`src/rtl/fpu_result_wb.sv`:
```
// FPU result writeback FIFO: buffers {result, exception, tag}; optional NaN canonicalisation under FPU_WB_NAN_CANON_EN.
// Latency: 1 cycle push to o_valid, no bypass. Backpressure: holds head while i_ready=0; full pushes are dropped and flagged.
// Sticky exception accumulation; o_almost_full is a registered stall request for issue.
module fpu_result_wb #(
  parameter int WIDTH     = 32,
  parameter int TAG_W     = 5,
  parameter int DEPTH     = 4,
  parameter int AFULL_LVL = 2
) (
  input  logic                       clk,
  input  logic                       rst_n,
  input  logic                       i_valid,
  input  logic [WIDTH-1:0]           i_result,
  input  logic [4:0]                 i_exeption,
  input  logic [TAG_W-1:0]           i_tag,
  output logic                       o_valid,
  input  logic                       i_ready,
  output logic [WIDTH-1:0]           o_result,
  output logic [4:0]                 o_exeption,
  output logic [TAG_W-1:0]           o_tag,
  output logic [4:0]                 o_sticky_exeption,
  input  logic                       i_clear_sticky,
  output logic [$clog2(DEPTH):0]     o_count,
  output logic                       o_almost_full,
  output logic                       o_drop
);

  localparam int PW = $clog2(DEPTH);
  localparam int CW = PW + 1;

  logic [WIDTH-1:0] res_mem [DEPTH];
  logic [4:0]       exc_mem [DEPTH];
  logic [TAG_W-1:0] tag_mem [DEPTH];

  logic [PW-1:0]    wr_ptr, rd_ptr;
  logic [CW-1:0]    count, count_nxt;
  logic [4:0]       sticky, sticky_nxt;
  logic             afull, drop;
  logic             pop, push_ok;
  logic [WIDTH-1:0] wr_res;

  assign pop     = (count != '0) && i_ready;
  assign push_ok = i_valid && ((count < CW'(DEPTH)) || pop);

  always_comb begin
    wr_res = i_result;
`ifdef FPU_WB_NAN_CANON_EN
    // Any NaN, signalling or quiet, leaves as the positive quiet canonical NaN.
    if (i_result[30:23] == 8'hff && i_result[22:0] != 23'd0)
      wr_res = WIDTH'(32'h7fc00000);
`endif
  end

  always_comb begin
    count_nxt = count;
    case ({push_ok, pop})
      2'b10:   count_nxt = count + CW'(1);
      2'b01:   count_nxt = count - CW'(1);
      default: count_nxt = count;
    endcase
  end

  // A clear collides with an accepted push by keeping only that push's flags.
  always_comb begin
    sticky_nxt = i_clear_sticky ? 5'd0 : sticky;
    if (push_ok)
      sticky_nxt = sticky_nxt | i_exeption;
  end

  always_ff @(posedge clk or negedge rst_n) begin
    if (!rst_n) begin
      for (int i = 0; i < DEPTH; i++) begin
        res_mem[i] <= '0;
        exc_mem[i] <= '0;
        tag_mem[i] <= '0;
      end
      wr_ptr <= '0;
      rd_ptr <= '0;
      count  <= '0;
      sticky <= '0;
      afull  <= 1'b0;
      drop   <= 1'b0;
    end else begin
      if (push_ok) begin
        res_mem[wr_ptr] <= wr_res;
        exc_mem[wr_ptr] <= i_exeption;
        tag_mem[wr_ptr] <= i_tag;
        wr_ptr          <= wr_ptr + PW'(1);
      end
      if (pop)
        rd_ptr <= rd_ptr + PW'(1);
      count  <= count_nxt;
      sticky <= sticky_nxt;
      afull  <= (count_nxt >= CW'(AFULL_LVL));
      if (i_valid && !push_ok)
        drop <= 1'b1;
    end
  end

  assign o_valid           = (count != '0);
  assign o_result          = res_mem[rd_ptr];
  assign o_exeption        = exc_mem[rd_ptr];
  assign o_tag             = tag_mem[rd_ptr];
  assign o_count           = count;
  assign o_almost_full     = afull;
  assign o_drop            = drop;
  assign o_sticky_exeption = sticky;

endmodule
```
`config.mk`:
```
export PLATFORM = sky130hd
export DESIGN_NAME = fpu_result_wb
export DESIGN_NICKNAME = d
export VERILOG_FILES = /design/src/rtl/fpu_result_wb.sv
export SDC_FILE = /design/constraint.sdc
export NUM_CORES = 1
export LEC_CHECK = 0
export CAP_MARGIN = 30
export CORE_UTILIZATION = 25
export CTS_CLUSTER_SIZE = 40
export DETAILED_ROUTE_END_ITERATION = 10
export PLACE_DENSITY = 0.39
export SLEW_MARGIN = 30
export SYNTH_ARGS = -nofsm -noshare
export SYNTH_HDL_FRONTEND = slang
export SYNTH_SLANG_ARGS = --single-unit
```
`constraint.sdc`:
```
create_clock -name clk -period 2.93 [get_ports clk]
set_input_delay 0.293 -clock clk [delete_from_list [all_inputs] [get_ports clk]]
set_output_delay 0.293 -clock clk [all_outputs]
set_load 0.01 [all_outputs]
```
==> results of run 1 <==
metal layers:
layer	GRT usage (%)	share of wire [%]	vias to the layer above
met5	0	0	-
met4	3.83	1.1	0
met3	2.74	3.0	11
met2	19.6	48	79
met1	17.1	48	2397
li1	-	-	1948
Yosys cell counts (2+ instances only):
library cell,count
mux4_2,42
xor2_1,3
mux2_2,125
nor2_1,2
mux2_4,40
nor2b_1,2
inv_1,8
a22o_1,5
dfrtp_1,182
nand3_4,4
clkbuf_1,2
buf_4,4
buf_2,6
nand2_1,2
ha_1,5
xnor2_1,3
mux2_1,3
buf_6,17
cells in the final DEF (no fill, tap or decap), types with 2 or more instances in the layout:
master           netlist  layout
a22o_1                 5       5
buf_12                 0       6
buf_16                 0       2
buf_4                  4      13
clkbuf_16              0      17
clkbuf_8               0       3
clkdlybuf4s50_1        0      98
clkinv_2               0       2
clkinv_4               0       4
clkinvlp_4             0       3
dfrtp_1              182     180
ha_1                   5       5
inv_1                  8       8
inv_6                  0       3
mux2_1                 3       3
mux2_2               125     125
mux2_4                40      40
mux4_2                42      42
nand2_1                2       2
nand3_4                4       4
nor2_1                 2       2
nor2b_1                2       2
xnor2_1                3       3
xor2_1                 3       3
worst max-delay path, cell delays in order, from the launching register on:
cell             delay [ps]
dfrtp_4                 620
buf_12                  250
mux4_2                  560
clkdlybuf4s50_1         500
power by group:
group	internal (mW)	switching, mW	total [mW]
combinational	3.57	2.08	5.65
sequential	3.78	0.681	4.46
clock	1.23	1.02	2.25
worst paths after layout:
check | end | slack, ps | depth (start not counted)
worst min register to register | res_mem[58] | 490 | 1
worst min-delay path | res_mem[40] | 340 | 2
worst max-delay path | o_result[15] | 250 | 3
worst max register to register | o_almost_full | 660 | 9
max in group asynchronous | rd_ptr[0] | 1570 | 4
min in group clk | res_mem[58] | 490 | 1
through the flow:
stage / hold slack (ps) / instances / instance area, sq um / worst slack [ps]
floorplan: -2.59 / 465 / 8170 / 656
global placement: 453 / 989 / 9670 / 396
detailed placement: 468 / 989 / 9670 / 348
CTS: 495 / 1022 / 10300 / 17.4
global route: 356 / 1024 / 10300 / 140
finish: 343 / 1024 / 10300 / 250
sequential cells by signal, indices dropped and copies added, names as in the netlist:
name,flops
wr_ptr,2
tag_mem,20
rd_ptr,2
o_drop,1
res_mem,128
o_sticky_exeption,5
o_count,3
o_almost_full,1
exc_mem,20
logic make-up (layout without fill, tap and decap cells):
logic type                 count (synthesis)  in the layout  share of synthesized area (%)
and+or+nand+nor                           14             14                           1.49
muxes                                    210            210                           36.6
adders and majority gates                  6              6                           1.01
DFF                                      182            182                           55.8
xor gates and xnor gates                   6              6                          0.644
buffers and inverters                     37            161                           3.54
AOI/OAI and AO/OA                         10             10                          0.965
cell type report:
type | instances | area [sq um] | area share [%]
Clock buffer | 19 | 453 | 4.39
Clock inverter | 13 | 124 | 1.20
Inverter | 8 | 30.0 | 0.291
Multi-Input combinational cell | 246 | 3320 | 32.2
Sequential cell | 182 | 4560 | 44.2
Tap cell | 435 | 544 | 5.28
Timing Repair Buffer | 121 | 1280 | 12.4
what timing repair did:
| item | 4_1_cts | 5_1_grt |
|---|---|---|
| hold endpoints to repair | 4 | 0 |
| setup buffers | 0 | 1 |
| hold buffers | 1 | 0 |
| endpoints found under the setup margin | 0 | 23 |
==> impl_results.md, run 1 <==
- Status: completed
- Pins Over Slew Limit: 0
- Primary FF master, synth: dfrtp_1
- RePlAce Congestion: 0.668
- Yosys warnings: 0
- First-pass GRT wire length: 30800 um
- GRT Residual Overflow: 0
- Pwr dens: 1200 nW/um^2
- Initial antenna violation count: 0
- First-pass DRT Iterations: 4
- TritonCTS clock tree: yes
- Port Buf Inserts: 99
- Tightest Pin Transition: 517 ps
- Ys async rst share: 100%
- Post-synth top area cell: dfrtp_1
- Syn Area/Cell: 17.6 sq um
- Post-CTS Resized: 0
- Die Ht: 183 um
- Vias/cell: 4.33
- Die area: 33400 sq um
- Maxcap violations: 0
- CP startpoint: rd_ptr[0]
- Routed wire per std cell: 18.9 um
- Total track usage: 12.4%
- Max H-tree Level: 4
- Final Hold Viols: 0
- Via count: 4435
- Pleak: 4.34 nW
- Setup crit start kind: flop
- CTS Buffer Depth: 2
- Core Footprint: 31900 sq um
- R2r startpoint: o_count[2]
- CTS Buf Count: 17
- Mapped Cells: 465
- Crit. End Element: output pin
- Max frequency: 373 MHz
- Post-synth EDFFs: 0
- WL final: 19300 um
- Syn Nets: 518
- CP Max Fanout: 17
- Share of layout cells above drive strength 1: 45.3%
- Hold/Removal Path Class: in2async
- Clock skew: 10.9 ps
- WS Path Type: reg2out
- Clock net sink count: 182
- Worst EP arrival: 2390 ps
- Cell variety after synth: 28
- Area growth from synthesis to layout: 26.3%
- Clock slew at reported path FFs: 70 ps
- WP data required: 2640 ps
- Max_slew headroom: 65.5%
- Routed Antenna Nets: 0
- Synth top area cells: dfrtp_1, mux2_2, mux4_2
- VDD IR max: 0.387 mV
- Chip Width: 183 um
- Cell Rows: 65
- Fillcell total: 3138
- Seq cells post-synth: 182
- Largest net degree at the start of global routing: 100
- Yosys top cell area share: 55.8%
- Syn Std Cell Area: 8170 sq um
- Initial core utilization: 25.6%
- Period utilisation layout: 91.5%
- Antenna cells: 0
- Fin util: 32.3%
- Number of global-route vias before repair: 5040
- Worst skew pair latency: 430 ps
- HPWL Detailed: 12100 um
- Min Tclk post-route: 2680 ps
- Root Driver: clkbuf_16
- Nets: 629
- Final number of setup-violating endpoints: 0
- TNS Setup: 0 ps
- RSZ-0062 raised after global routing: false
- First DRT Iteration DRCs: 151
- Tot Pwr: 12.4 mW
- # DRC: 0
- Post-synthesis sequential area ratio: 55.8%
- # IOs: 100
No activity file was read; power rests on OpenSTA's default activity.
==> run 2, diff against run 1 <==
==> constraint.sdc (replaced) <==
create_clock -name clk -period 2.93 [get_ports clk]
set_input_delay 0.879 -clock clk [delete_from_list [all_inputs] [get_ports clk]]
set_output_delay 0.879 -clock clk [all_outputs]
set_load 0.01 [all_outputs]
==> run 2 against run 1 <==
Against the previous run:
- sequential cell count unchanged
- critical endpoint is now o_result[18]
- critical path type unchanged
- highest routed layer unchanged
- register-to-register slack improved by 130 ps
- power increased by 1.5%
- hold slack improved by 18 ps
==> impl_results.md, run 2 (synthesis gave the netlist of run 1 again) <==
- Antenna cells: 0
- Period utilisation layout: 98.0%
- First-pass GRT wire length: 30600 um
- Hold slack: 360 ps
- Via count: 4407
- Worst skew pair latency: 440 ps
- Most frequent cells in the layout: dfrtp_1, mux2_2, clkdlybuf4s50_1
- TritonCTS clock tree: yes
- # IOs: 100
- Routed wire per std cell: 19.0 um
- HPWL Detailed: 12300 um
- RePlAce Congestion: 0.705
- First-pass DRT Iterations: 4
- Share of layout cells above drive strength 1: 47.3%
- Nets: 634
- Setup crit start kind: flop
- Clock skew: 14.4 ps
- Min Tclk post-route: 2870 ps
- GRT Residual Overflow: 0
- WS Path Type: reg2out
- Final number of setup-violating endpoints: 0
- Pwr dens: 1200 nW/um^2
- Tightest Pin Transition: 373 ps
- Largest net degree at the start of global routing: 65
- Total track usage: 12.5%
- Status: completed
- Initial core utilization: 25.6%
- Pleak: 4.52 nW
- Clock slew at reported path FFs: 80 ps
- Worst EP arrival: 1990 ps
- Vias/cell: 4.28
- Max frequency: 348 MHz
- Max_slew headroom: 75.1%
- RSZ-0062 raised after global routing: true
- Crit-path max cell delay: 540 ps
- Area growth from synthesis to layout: 28.6%
- CTS Hold Bufs: 0
- Largest Register: res_mem
- Pins Over Slew Limit: 0
- Placed instance count: 993
- Port Buf Inserts: 99
- # DRC: 0
- WP data required: 2050 ps
- Cell Rows: 65
- Initial antenna violation count: 0
- Clock net sink count: 182
- Max FFs per register: 128
- Crit. End Element: output pin
- First DRT Iteration DRCs: 116
- CP max stage cell: dfrtp_4
- Chip Width: 183 um
- Routed Antenna Nets: 0
- Tot Pwr: 12.5 mW
- WL final: 19500 um
- CP Max Fanout: 9
- CTS Buffer Depth: 2
- Core Footprint: 31900 sq um
- CTS Buf Count: 17
- Cells along the critical path: buf_4 > buf_12 > buf_16 > mux4_2 > buf_6
- Final Hold Viols: 0
- Post-route non-filler standard cell count: 1029
- Die Ht: 183 um
- Max H-tree Level: 4
- Die area: 33400 sq um
- Number of global-route vias before repair: 5054
- Root Driver: clkbuf_16
- Hold/Removal Path Class: in2async
- Maxcap violations: 0
- VDD IR max: 0.468 mV
- Regs by FF count: res_mem (128), exc_mem (20), tag_mem (20)
- Leading cell type in the layout, fill and taps excluded: dfrtp_1
-- run 2: changes by cell type in the layout (fill, tap and decap cells not counted), moves of 5 or more --
| cell | before | now |
|---|---|---|
| clkdlybuf4s50_1 | 98 | 56 |
| bufinv_16 | 1 | 6 |
| buf_12 | 6 | 17 |
| buf_2 | 0 | 6 |
| clkdlybuf4s15_1 | 0 | 5 |
| dlygate4sd2_1 | 0 | 28 |
-- run 2: per-layer routing --
layer  routed length (um)  up-vias  GRT usage [%]
li1                     -     1953              -
met1                 8940     2365           16.1
met2                 9680       75           20.6
met3                  589       14           2.50
met4                  299        0           4.87
met5                    0        -              0
-- run 2: cell type report --
class	count	area [sq um]
clock inverters	14	245
repair buffers	126	1370
flip-flops and latches	182	4560
clock buffers	18	429
fillers	3150	21400
well taps	435	544
multi-input cells	246	3320
inverters	8	30.0
-- run 2: final timing paths --
path	endpoint	start	cells after the start	slack, ps
hold reg to reg	o_drop	o_drop	1	480
hold / removal	res_mem[68]	rst_n	1	360
min in group clk	o_drop	o_drop	1	480
setup / recovery	o_result[18]	rd_ptr[0]	5	60
max in group asynchronous	res_mem[84]	rst_n	2	1870
setup reg to reg	o_almost_full	o_count[2]	9	790
-- run 2: power breakdown --
part           switching (mW)  total [mW]  leakage, nW  internal (mW)
clock                    1.03        2.65        0.319           1.61
combinational            2.10        5.44         2.04           3.34
sequential              0.679        4.46         2.16           3.78
-- run 2: per-stage QoR --
step                worst slack, ps  TNS, ps  cell area (sq um)  util (%)
finish                         58.5        0              10500      32.9
global route                  -9.35    -13.6              10500      32.9
CTS                            5.74        0              10500      32.9
detailed placement             -101     -101               9820      30.8
global placement               19.9        0               9820      30.8
floorplan                       190        0               8170         -
-- run 2: what timing repair did --
item,4_1_cts,5_1_grt
buffers inserted,3,0
setup endpoints to repair,42,8
gates resized for setup,70,8
cloned,1,0
pin swaps,0,0
-- run 2: worst max-delay path: cells and delay by family (launching register included) --
kind,cells,cell delay (ps)
buf+inv,4,570
flops,1,540
mux,1,440
